[src/rtl/token_run_encoder_pkg.sv]
// token_pkg: shared types for the token run-length encoder slice.
// Holds the default run-length width, the tracker state enum and the
// FIFO entry layout {sat, len}.
package token_pkg;

  localparam int LEN_W_DEF = 8;

  typedef enum logic [1:0] {
    IDLE = 2'd0,
    RUN  = 2'd1,
    SAT  = 2'd2
  } state_t;

  // Entry layout at the default width; modules built with another LEN_W
  // declare the same {sat, len} layout locally at their own width.
  typedef struct packed {
    logic                 sat;
    logic [LEN_W_DEF-1:0] len;
  } entry_t;

endpackage

[src/rtl/token_run_encoder_if.sv]
// token_run_encoder_if: output handshake bundle of the run encoder.
// master = encoder side (drives valid/len/sat), slave = consumer side.
interface token_run_encoder_if #(
  parameter int LEN_W = token_pkg::LEN_W_DEF
);
  logic             out_valid;
  logic             out_ready;
  logic [LEN_W-1:0] out_len;
  logic             out_sat;

  modport master (output out_valid, output out_len, output out_sat, input out_ready);
  modport slave  (input out_valid, input out_len, input out_sat, output out_ready);
endinterface

[src/rtl/token_run_encoder_fifo.sv]
// token_fifo: synchronous FIFO, power-of-two depth, extra pointer wrap bit.
// A push while full is accepted only when a pop happens on the same edge.
module token_fifo #(
  parameter int DEPTH = 4,
  parameter int WIDTH = 9
) (
  input  logic             clk,
  input  logic             rst,
  input  logic             push,
  input  logic [WIDTH-1:0] din,
  input  logic             pop,
  output logic [WIDTH-1:0] dout,
  output logic             full,
  output logic             empty
);
  localparam int AW = $clog2(DEPTH);

  logic [WIDTH-1:0] mem [DEPTH];
  logic [AW:0]      wr_ptr, rd_ptr;
  logic             do_push, do_pop;

  assign empty   = (wr_ptr == rd_ptr);
  assign full    = (wr_ptr[AW] != rd_ptr[AW]) && (wr_ptr[AW-1:0] == rd_ptr[AW-1:0]);
  assign do_pop  = pop && !empty;
  assign do_push = push && (!full || do_pop);
  assign dout    = mem[rd_ptr[AW-1:0]];

  // Pointer update; reset empties the buffer.
  always_ff @(posedge clk) begin
    if (rst) begin
      wr_ptr <= '0;
      rd_ptr <= '0;
    end else begin
      if (do_push) wr_ptr <= wr_ptr + 1'b1;
      if (do_pop)  rd_ptr <= rd_ptr + 1'b1;
    end
  end

  // Storage write; contents are don't-care until a pointer covers them.
  always_ff @(posedge clk) begin
    if (do_push) mem[wr_ptr[AW-1:0]] <= din;
  end

endmodule

[src/rtl/token_run_encoder.sv]
// token_run_encoder: measures runs of '1' on in_bit and queues {sat, len}
// per completed run into token_fifo. drop_err is sticky until rst.
// Optional macro TOKEN_RUN_COUNT_EN builds a 16-bit wrapping counter of
// consumer pops on run_count; otherwise run_count is tied to 0.
module token_run_encoder
  import token_pkg::*;
#(
  parameter int LEN_W      = LEN_W_DEF,
  parameter int FIFO_DEPTH = 4
) (
  input  logic                clk,
  input  logic                rst,
  input  logic                in_bit,
  token_run_encoder_if.master ob,
  output logic                drop_err,
  output logic [15:0]         run_count
);
  typedef struct packed {
    logic             sat;
    logic [LEN_W-1:0] len;
  } entry_w_t;

  localparam logic [LEN_W-1:0] CNT_MAX = '1;

  state_t           state;
  logic [LEN_W-1:0] cnt;
  entry_w_t         push_d, head;
  logic             push, pop, full, empty;

  // A run ends on the first '0' after RUN/SAT; the entry goes in on that edge.
  assign push   = (state != IDLE) && !in_bit;
  assign pop    = ob.out_valid && ob.out_ready;
  assign push_d = '{sat: (state == SAT), len: cnt};

  token_fifo #(
    .DEPTH (FIFO_DEPTH),
    .WIDTH ($bits(entry_w_t))
  ) u_fifo (
    .clk   (clk),
    .rst   (rst),
    .push  (push),
    .din   (push_d),
    .pop   (pop),
    .dout  (head),
    .full  (full),
    .empty (empty)
  );

  // Outputs read zero while empty so the unreset storage never leaks out.
  assign ob.out_valid = !empty;
  assign ob.out_len   = empty ? '0 : head.len;
  assign ob.out_sat   = empty ? 1'b0 : head.sat;

  // Run tracker FSM plus sticky drop flag (push on full with no pop).
  always_ff @(posedge clk) begin
    if (rst) begin
      state    <= IDLE;
      cnt      <= '0;
      drop_err <= 1'b0;
    end else begin
      if (push && full && !pop) drop_err <= 1'b1;
      case (state)
        IDLE: begin
          if (in_bit) begin
            cnt   <= LEN_W'(1);
            state <= RUN;
          end
        end
        RUN: begin
          if (in_bit) begin
            if (cnt == CNT_MAX) state <= SAT;
            else                cnt   <= cnt + 1'b1;
          end else begin
            state <= IDLE;
            cnt   <= '0;
          end
        end
        SAT: begin
          if (!in_bit) begin
            state <= IDLE;
            cnt   <= '0;
          end
        end
        default: begin
          state <= IDLE;
          cnt   <= '0;
        end
      endcase
    end
  end

`ifdef TOKEN_RUN_COUNT_EN
  // Count accepted entries; natural 16-bit wrap from 65535 to 0.
  always_ff @(posedge clk) begin
    if (rst)      run_count <= '0;
    else if (pop) run_count <= run_count + 16'd1;
  end
`else
  assign run_count = '0;
`endif

endmodule

[src/flat_wrapper.sv]
// flat-port wrapper written by rule: the top's interface ports become plain ports
module token_run_encoder_flat import token_pkg::*;
#(
  parameter int LEN_W      = LEN_W_DEF,
  parameter int FIFO_DEPTH = 4
)
  (clk, rst, in_bit, drop_err, run_count, ob_out_valid, ob_out_len, ob_out_sat, ob_out_ready);
  token_run_encoder_if #(.LEN_W(LEN_W)) ob_i ();
  input  logic clk;
  input  logic rst;
  input  logic in_bit;
  output logic drop_err;
  output logic [15:0] run_count;
  output wire logic [$bits(ob_i.out_valid)-1:0] ob_out_valid;
  output wire logic [$bits(ob_i.out_len)-1:0] ob_out_len;
  output wire logic [$bits(ob_i.out_sat)-1:0] ob_out_sat;
  input wire logic [$bits(ob_i.out_ready)-1:0] ob_out_ready;
  assign ob_out_valid = ob_i.out_valid;
  assign ob_out_len = ob_i.out_len;
  assign ob_out_sat = ob_i.out_sat;
  assign ob_i.out_ready = ob_out_ready;
  token_run_encoder #(.LEN_W(LEN_W), .FIFO_DEPTH(FIFO_DEPTH)) u_core (.clk(clk), .rst(rst), .in_bit(in_bit), .ob(ob_i), .drop_err(drop_err), .run_count(run_count));
endmodule
[config.mk]
export PLATFORM = sky130hd
export DESIGN_NAME = token_run_encoder_flat
export DESIGN_NICKNAME = d
export VERILOG_FILES = /design/src/rtl/token_run_encoder_pkg.sv /design/src/rtl/token_run_encoder_if.sv /design/src/rtl/token_run_encoder_fifo.sv /design/src/rtl/token_run_encoder.sv /design/src/flat_wrapper.sv
export SDC_FILE = /design/constraint.sdc
export NUM_CORES = 1
export LEC_CHECK = 0
export BUFFER_PORTS_ARGS = -buffer_cell sky130_fd_sc_hd__buf_2
export CORE_MARGIN = 4
export CORE_UTILIZATION = 60
export DETAILED_ROUTE_END_ITERATION = 8
export PLACE_DENSITY = 0.8
export SLEW_MARGIN = 10
export SYNTH_ARGS = -nofsm -noshare
export SYNTH_HDL_FRONTEND = slang
export SYNTH_SLANG_ARGS = --single-unit
[constraint.sdc]
create_clock -name clk -period 4 [get_ports clk]
set_input_delay 0.8 -clock clk [delete_from_list [all_inputs] [get_ports clk]]
set_output_delay 0.8 -clock clk [all_outputs]
set_load 0.005 [all_outputs]
# After elaboration in Yosys (flattened, before gate mapping)
# Memory sizes are Yosys's and may differ from the RTL's. A register that Yosys moved wholly into a read port is not among the register bits.
# Index checks and enable logic that the tools add are counted.
[op_classes]
muxes = 16
reduce_logical = 16
n_addsub = 3
n_eq_ne = 10
[ops]
columns = ["cell", "count"]
rows = [
  ["$mux W8", 5],
  ["$pmux W8 S3", 1],
  ["$mux W2", 6],
  ["$add A8 B1 Y8 const B", 1],
  ["$eq A8 B8 Y1 const B", 1],
  ["$logic_and A1 B1 Y1", 7],
  ["$add A3 B1 Y3 const B", 2],
  ["$pmux W2 S3", 1],
  ["$reduce_and A3 Y1", 2],
  ["$logic_not A1 Y1", 4],
  ["$ne A2 B2 Y1 const B", 2],
  ["$eq A3 B3 Y1", 1],
  ["$mux W1", 3],
  ["$ne A3 B2 Y1 const B", 1],
  ["$ne A3 B3 Y1 const B", 1],
  ["$eq A2 B1 Y1 const B", 1],
  ["$eq A2 B2 Y1", 1],
  ["$eq A2 B2 Y1 const B", 1],
  ["$logic_not A2 Y1", 1],
  ["$reduce_bool A2 Y1", 1],
  ["$logic_or A1 B1 Y1", 1],
  ["$ne A1 B1 Y1", 1],
]
[word_totals]
wordCells = 51
ff_bits = 17
output_inout_bits = 27
memories = 1
mem_bits_rw = 36
input_bits = 4
[memory_table]
columns = ["name", "depth", "width", "rd", "rd_ports_with_merged_regs", "wr", "line", "source"]
rows = [
  ["u_core.u_fifo.mem", 4, 9, 1, 1, 1, "token_run_encoder_fifo.sv:18", "logic [WIDTH-1:0] mem [DEPTH];"],
]

# Longest topological paths before layout
# Gate-level depths: netlist of the first run.
[depth]
word_depth = 8
mapped_depth = 6

# Hierarchy
# Synthesis of the first run repeated with hierarchy kept, for this count alone.
[unflattened]
hier_cells = 204
area_unflattened_um2 = 2705.1
[modules_own_cells]
columns = ["module", "area_each_um2", "cells_each", "n_inst"]
rows = [
  ["token_fifo", 1841.8, 102, 1],
  ["token_run_encoder", 863.3, 102, 1],
]

# Worst setup path before layout of the first run
# OpenSTA, ideal clock, no wires.
[synth_path]
path_kind = "register to output"
startpoint = "register u_core.u_fifo.wr_ptr[0]"
endpoint = "output ob_out_len[6]"
n_path_buf = 0
setup_slack_ns = 1.832
stages_incl_launch_ff = 4
arrival_time_ns = 1.368
cell_sequence = "dfxtp_1 xor2_1 nor3_1 and2b_1"
[synth_via]
elab_chain_cells = 2
[synth_rtl]
columns = ["element", "line", "source"]
rows = [
  ["start: declaration", "token_run_encoder_fifo.sv:19", "logic [AW:0] wr_ptr, rd_ptr;"],
  ["start signal: assignment", "token_run_encoder_fifo.sv:34", "if (do_push) wr_ptr <= wr_ptr + 1'b1;"],
  ["$eq A3 B3 Y1", "token_run_encoder_fifo.sv:22", "assign empty = (wr_ptr == rd_ptr);"],
  ["$mux W8", "token_run_encoder.sv:51", "assign ob.out_len = empty ? '0 : head.len;"],
  ["end: declaration", "flat_wrapper.sv:15", "output wire logic [$bits(ob_i.out_len)-1:0] ob_out_len;"],
]
# Every way passes these cells.

==> flow_summary.yaml, run 1 <==
worst_setup_path:
  critPathKind: "reg2out"
  critPathMaxFanout: 9
  cp-end-kind: "output port"
  r2r_start: "u_core.cnt[0]$_SDFFE_PP0P_"
  critPathRequiredTime_ns: 3.20
  arrival_ns: 1.86
  start_kind: "flip-flop"
timing:
  fin_crit_ns: 2.66
  timing.fmax_ghz: 0.376
  slew_violations: 0
  max-slew-margin-rel: 0.523
  hold_viol_final: 0
  fin_crit_sh: 0.665
  worst_pin_slew_ns: 0.714
  tns_ns: 0
  report.final.setup_viol: 0
  hold_ws_ns: 0.479
  finClkSkew_ns: 0.00933
  rsz0062_at_grt: "no"
cts:
  path_clk_slew_ns: 0.09
  cts_resized: 0
  cts_buffers: 5
  clk_latency_ns: 0.31
  cts_sinks: 55
  cts_tree: "yes"
  postCtsHoldBufs: 0
  cts-root-buf: "clkbuf_8"
  post-cts-setup-buffers: 0
  clockBufferDepth: 2
  cts_max_level: 2
job:
  max-cap-violations: 0
finish:
  syn_to_final_growth_pct: 6.34
  layout-drive-gt1-share: 0.178
  postLayoutCellArea_um2: 2670
  diodes: 0
  nNetsFinal: 217
  fillers: 294
power_and_ir_drop:
  power_w: 0.00107
  power_density_nw_per_um2: 402
  peakVddDrop_mv: 0.220
  leakagePower_nw: 0.983
synth:
  synthArstFlopShare: 0
  netlist_area_um2: 2510
  seq_area_frac_synth: 0.583
  synth_most_common_cell: "edfxtp_1"
  yosys_warnings: 0
  synth_cell_types: 40
  synthFlopType: "edfxtp_1"
  avgSynthCellArea_um2: 13.1
  synth-seq-cells: 55
  synth_area_leaders: "edfxtp_1 43%, dfxtp_1 15%, mux4_2 8.1%, buf_4 4.8%, ha_1 3.0%"
  synth_top_area_cell: "edfxtp_1"
  synth_common_cells: "36 x edfxtp_1, 19 x dfxtp_1, 16 x buf_4"
  synth-edff-count: 36
  synth_top_cell_area_share: 0.431
  synthCells: 192
grt:
  grt_overflow: 0
  grt_antenna_before_repair: 0
  grt_pass1_wl_mm: 6.83
  grt.total_usage: 0.171
  grt_max_degree: 18
  first_global_vias: 1392
route:
  wl_per_cell_um: 16.0
  antenna_left: 0
  dr.pass1.iters: 4
  vias: 1478
  routed_via_density: 5.73
  drt_iter0_drc: 120
  drc: 0
  drt_wl_total_mm: 4.13
floorplan:
  ios: 31
  placementRows: 23
  core_area_um2: 4030
  chipWidth_um: 72.6
  fp.dieH_um: 72.6
  initial_utilization: 0.622
  dieArea_um2: 5280
hold_path:
  min-delay-start: "u_core.drop_err$_SDFFE_PP0P_"
  hold_class: "reg2reg"
placed_design:
  dp.final_hpwl_mm: 2.94
  place_area_um2: 2550
  port_buffers: 14
  finalWeightedCongestion: 0.874
status:
  status: "finished, final reports clean"
[registers in the layout, summed over array words and instances (netlist names), named ones only]
register	cells
u_core.u_fifo.mem	36
u_core.drop_err	1
u_core.u_fifo.rd_ptr	3
u_core.state	2
u_core.cnt	8
u_core.u_fifo.wr_ptr	3
[where the power goes]
part	total, W	internal (W)	leakage, nW	switching, W
sequential	0.000626	0.000609	0.492	0.0000167
clock	0.000357	0.000187	0.0514	0.000170
combinational	0.0000882	0.0000448	0.439	0.0000435
total	0.00107	0.000841	0.983	0.000230
[kinds of logic (layout without fill, tap and decap cells)]
| family | count (synthesis) | count (layout) | synth area share |
|---|---|---|---|
| other cells | 1 | 16 | 0.00150 |
| mux | 11 | 11 | 0.0889 |
| xor+xnor | 8 | 8 | 0.0280 |
| fa+ha+maj | 6 | 6 | 0.0300 |
| buf+inv | 28 | 29 | 0.0679 |
| compound gates | 26 | 26 | 0.0719 |
| flops | 55 | 55 | 0.583 |
| simple gates | 57 | 57 | 0.129 |
[through the flow]
stage | worst slack, ns | utilization | instances
finish | 1.34 | 0.661 | 258
global route | 1.20 | 0.661 | 258
CTS | 1.27 | 0.661 | 258
detailed placement | 1.57 | 0.634 | 250
global placement | 1.65 | 0.634 | 250
floorplan | 1.83 | - | 207
[final timing paths]
| check | end | slack, ns | cells past startpoint |
|---|---|---|---|
| max reg2reg | u_core.cnt[0]$_SDFFE_PP0P_ | 2.01 | 5 |
| min reg2reg | u_core.drop_err$_SDFFE_PP0P_ | 0.48 | 2 |
| min | u_core.drop_err$_SDFFE_PP0P_ | 0.48 | 2 |
| max | ob_out_len[6] | 1.34 | 3 |
[routing by layer]
layer,up-vias,share of wire,GRT usage
li1,706,-,-
met1,719,0.41,0.219
met2,47,0.53,0.291
met3,6,0.049,0.0455
met4,0,0.0061,0.0430
met5,-,0,0
[cell type report]
class	count	area, µm²	share of cell area
Sequential cell	55	1460	0.548
Multi-Input combinational cell	124	931	0.349
Clock buffer	6	72.6	0.0272
Tap cell	50	62.6	0.0235
Inverter	6	22.5	0.00845
Clock inverter	2	37.5	0.0141
Timing Repair Buffer	15	77.6	0.0291
[cell usage in the layout (no fill, tap or decap), types with 3 or more instances in the layout]
cell,count
a21oi_1,7
and2_1,4
buf_2,14
clkbuf_8,5
conb_1,16
dfxtp_1,19
edfxtp_1,36
ha_1,6
inv_1,6
mux4_2,9
nand2_1,7
nand3_1,8
nor2_1,12
nor2b_1,10
nor3_1,3
o31ai_1,3
xor2_1,6
[critical path: stages (launching register included)]
cell and delay [ns]:
dfxtp_1 0.69, mux4_2 0.58, and2b_1 0.16, buf_2 0.12
Power figures use the tool's default switching activity.
==> inputs of run 2 (changes only) <==
- CORE_UTILIZATION: 60 -> 57
- PLACE_DENSITY: 0.8 -> 0.77
- clock period: 4 -> 2.8 ns (I/O delays scaled with it)
==> run 2 against run 1 <==
  * Routed wire length rose by 4.2%
  * Die area rose by 4.7%
  * Critical path type unchanged
  * Utilization fell by 0.72 points
  * Critical path depth rose by 1
  * Largest power group unchanged
  * Sequential share of layout area fell by 0.56 points
  * Critical endpoint unchanged
==> flow_summary.yaml, run 2 (same netlist as run 1, synthesis figures left out) <==
status:
  status: "finished, final reports clean"
finish:
  seqCellArea_um2: 1460
  largest_reg_flops: 36
  final_cell_count_no_fill: 258
  nNetsFinal: 217
  multi_input_area_um2: 936
  diodes: 0
  mostFrequentLayoutCells: "36 x edfxtp_1, 19 x dfxtp_1, 16 x conb_1"
  fillers: 300
  syn_to_final_growth_pct: 7.44
  layout-drive-gt1-share: 0.183
  layout_commonest_cell: "edfxtp_1"
  fin_util: 0.654
floorplan:
  fp.dieH_um: 74.3
  placementRows: 23
  initial_utilization: 0.609
  ios: 31
  dieArea_um2: 5520
  core_area_um2: 4120
  chipWidth_um: 74.3
timing:
  report.final.setup_viol: 0
  hold_viol_final: 0
  tns_ns: 0
  rsz0062_at_grt: "no"
  worst_pin_slew_ns: 0.720
  slew_violations: 0
  finClkSkew_ns: 0.00526
  max-slew-margin-rel: 0.517
  timing.fmax_ghz: 0.401
  fin_crit_ns: 2.49
  fin_crit_sh: 0.891
cts:
  post-cts-setup-buffers: 0
  clk_latency_ns: 0.29
  cts_buffers: 5
  cts_max_level: 2
  cts_sinks: 55
  cts-root-buf: "clkbuf_8"
  path_clk_slew_ns: 0.09
  cts_tree: "yes"
  clockBufferDepth: 2
worst_setup_path:
  critPathRequiredTime_ns: 2.24
  critPathKind: "reg2out"
  cp-end-kind: "output port"
  arrival_ns: 1.93
  critPathMaxFanout: 10
  start_kind: "flip-flop"
power_and_ir_drop:
  switching_share: 0.200
  combPwrFrac: 0.078
  leakagePower_nw: 0.999
  internal_power_w: 0.00129
  power_density_nw_per_um2: 599
  p_sw_w: 0.000323
  clock_power_share: 0.367
  power_frac_seq: 0.555
  peakVddDrop_mv: 0.343
route:
  dr.pass1.iters: 7
  vias: 1514
  wl_per_cell_um: 16.7
  drt_wl_total_mm: 4.30
  drt_iter0_drc: 175
  antenna_left: 0
  routed_via_density: 5.87
  drc: 0
grt:
  grt_antenna_before_repair: 0
  grt_pass1_wl_mm: 7.45
  first_global_vias: 1474
  grt_overflow: 0
  grt.total_usage: 0.180
  grt_max_degree: 17
placed_design:
  port_buffers: 14
  dp.final_hpwl_mm: 3.07
  dp_cells: 250
  finalWeightedCongestion: 0.878
hold_path:
  hold_class: "reg2reg"
job:
  max-cap-violations: 0
run 2: cell count changes in the layout (fill, tap and decap cells not counted), sizes merged:
| cell | delta |
|---|---|
| bufinv | +1 |
| clkinvlp | -1 |
run 2: metrics by stage:
stage	area, µm²	total power (W)	hold slack [ns]	worst slack (ns)
2_1_floorplan	2560	0.00101	0.460	0.872
3_3_place_gp	2550	0.00103	0.449	0.444
3_5_place_dp	2550	0.00104	0.452	0.212
4_1_cts	2690	0.00162	0.473	0.290
5_1_grt	2690	0.00169	0.488	0.162
6_report	2690	0.00161	0.468	0.307
run 2: worst max-delay path: stages (launching register included):
cell and delay, ns:
dfxtp_1 0.45, xor2_1 0.17, nor3_2 0.64, and2b_1 0.26, buf_2 0.12
run 2: layout make-up:
cell class / count / area share
sequential: 55 / 0.543
multi-input combinational: 124 / 0.348
timing repair buffer: 15 / 0.0288
clock buffer: 6 / 0.0270
tap: 50 / 0.0232
clock inverter: 2 / 0.0223
inverter: 6 / 0.00836
run 2: what timing repair did:
| item | in CTS | in global routing |
|---|---|---|
| hold buffers | 0 | 0 |
| resized for setup | 1 | 0 |
| setup endpoints to repair | 4 | 0 |
run 2: power groups by stage:
stage / clock network [W] / registers [W] / logic (W)
after detailed placement: 0 / 0.000915 / 0.000125
after CTS: 0.000603 / 0.000895 / 0.000126
final: 0.000592 / 0.000895 / 0.000126
after global placement: 0 / 0.000912 / 0.000117
after global routing: 0.000651 / 0.000899 / 0.000141
after floorplan: 0 / 0.000897 / 0.000115
run 2: worst paths after layout:
kind,startpoint,to,slack (ns),depth (start not counted)
min reg2reg,u_core.drop_err$_SDFFE_PP0P_,u_core.drop_err$_SDFFE_PP0P_,0.47,2
min,u_core.drop_err$_SDFFE_PP0P_,u_core.drop_err$_SDFFE_PP0P_,0.47,2
max,u_core.u_fifo.wr_ptr[1]$_SDFFE_PP0P_,ob_out_len[6],0.31,4
max reg2reg,u_core.cnt[0]$_SDFFE_PP0P_,u_core.cnt[0]$_SDFFE_PP0P_,0.77,5
run 2: layer usage:
metal | vias up | wire [µm] | global-route usage
met5 | - | 0 | 0
met4 | 0 | 34 | 0.0395
met3 | 5 | 322 | 0.0419
met2 | 76 | 2100 | 0.296
met1 | 726 | 1840 | 0.247
li1 | 707 | - | -
==> inputs of run 3 (changes only) <==
- CORE_ASPECT_RATIO: default -> 1.4
==> run 3 against run 2 <==
  * Register-to-register slack barely moved
  * Clock skew rose by 0.0048 ns
  * Critical path depth fell by 1
  * Hold slack improved by 0.013 ns
  * Non-clock buffer count did not move
  * Highest routed layer unchanged
==> flow_summary.yaml, run 3 (same netlist as run 1, synthesis figures left out) <==
cts:
  postCtsHoldBufs: 0
  cts-root-buf: "clkbuf_8"
  cts_sinks: 55
  cts_max_level: 2
  clk_latency_ns: 0.30
  path_clk_slew_ns: 0.09
  clockBufferDepth: 2
  post-cts-setup-buffers: 0
  cts_tree: "yes"
  cts_resized: 1
  cts_buffers: 5
route:
  antenna_left: 0
  wl_per_cell_um: 15.9
  dr.pass1.iters: 4
  drt_wl_total_mm: 4.26
  drt_iter0_drc: 95
  vias: 1466
  routed_via_density: 5.47
  drc: 0
placed_design:
  finalWeightedCongestion: 0.817
  dp_cells: 260
  place_area_um2: 2570
  port_buffers: 14
  dp.final_hpwl_mm: 3.02
timing:
  finClkSkew_ns: 0.0100
  fin_crit_ns: 2.48
  report.final.setup_viol: 0
  timing.fmax_ghz: 0.403
  fin_crit_sh: 0.886
  tns_ns: 0
  rsz0062_at_grt: "no"
  hold_viol_final: 0
  max-slew-margin-rel: 0.565
  slew_violations: 0
  worst_pin_slew_ns: 0.649
grt:
  grt_overflow: 0
  grt_max_degree: 17
  grt.total_usage: 0.169
  first_global_vias: 1448
  grt_antenna_before_repair: 0
  grt_pass1_wl_mm: 7.18
finish:
  final_cell_count_no_fill: 268
  layout-drive-gt1-share: 0.183
  syn_to_final_growth_pct: 7.94
  postLayoutCellArea_um2: 2710
  layout_commonest_cell: "edfxtp_1"
  mostFrequentLayoutCells: "36 x edfxtp_1, 19 x dfxtp_1, 16 x conb_1"
  largest_reg_flops: 36
  diodes: 0
  nNetsFinal: 217
worst_setup_path:
  start_kind: "flip-flop"
  cp_slowest_cell: "dfxtp_1"
  reg2reg_depth: 3
  cp_slowest_stage_delay_ns: 0.74
  arrival_ns: 1.92
  critPathMaxFanout: 9
  worstPathCellList: "mux4_2 -> nor2b_1 -> buf_2"
  critPathKind: "reg2out"
  critPathRequiredTime_ns: 2.24
  cp-end-kind: "output port"
floorplan:
  chipWidth_um: 64.0
  fp.dieH_um: 86.5
  placementRows: 28
  initial_utilization: 0.591
  ios: 31
  core_area_um2: 4240
  dieArea_um2: 5540
power_and_ir_drop:
  peakVddDrop_mv: 0.425
  leakagePower_nw: 0.999
  power_density_nw_per_um2: 593
status:
  status: "finished, final reports clean"
hold_path:
  whs_path_depth: 2
  hold_class: "reg2reg"
job:
  max-cap-violations: 0
run 3: cell counts in the layout (fill, tap and decap cells not counted):
Identical to the previous run, type by type.
run 3: path summary, 6_finish.rpt:
kind	startpoint	to	slack (ns)
worst max-delay path	flip-flop	ob_out_len[0]	0.32
worst min-delay path	u_core.drop_err$_SDFFE_PP0P_	u_core.drop_err$_SDFFE_PP0P_	0.48
worst max register to register	u_core.u_fifo.wr_ptr[0]$_SDFFE_PP0P_	u_core.u_fifo.mem[0][0]$_DFFE_PP_	0.76
worst min register to register	u_core.drop_err$_SDFFE_PP0P_	u_core.drop_err$_SDFFE_PP0P_	0.48
run 3: critical path, delay by kind of cell (launching register included):
family	cells	cell delay, ns
buffers and inverters	1	0.15
DFF	1	0.74
and+or+nand+nor	1	0.14
muxes	1	0.58
run 3: where the power goes:
part           switching [W]  internal (W)
registers          0.0000251      0.000870
logic              0.0000605     0.0000615
clock network       0.000229      0.000357
run 3: area by class of cell:
cell class              count  area, µm²
inverters                   6       22.5
clock buffers               6       72.6
repair buffers             15       77.6
multi-input cells         124        936
flip-flops and latches     55       1460
clock inverters             2       60.1
well taps                  60       75.1
fillers                   334       1530
run 3: through the flow:
step	total power [W]	utilization	hold slack, ns	setup slack [ns]
after floorplan	0.00101	-	0.460	0.872
after global placement	0.00103	0.606	0.461	0.388
after detailed placement	0.00104	0.606	0.461	0.278
after CTS	0.00162	0.638	0.487	0.231
after global routing	0.00167	0.638	0.502	0.169
final	0.00160	0.638	0.480	0.320
run 3: per-layer routing:
metal	global-route usage	vias to the layer above	share of wire
met5	0	-	0
met4	0.0491	0	0.011
met3	0.0350	5	0.047
met2	0.308	45	0.54
met1	0.200	709	0.40
li1	-	707	-
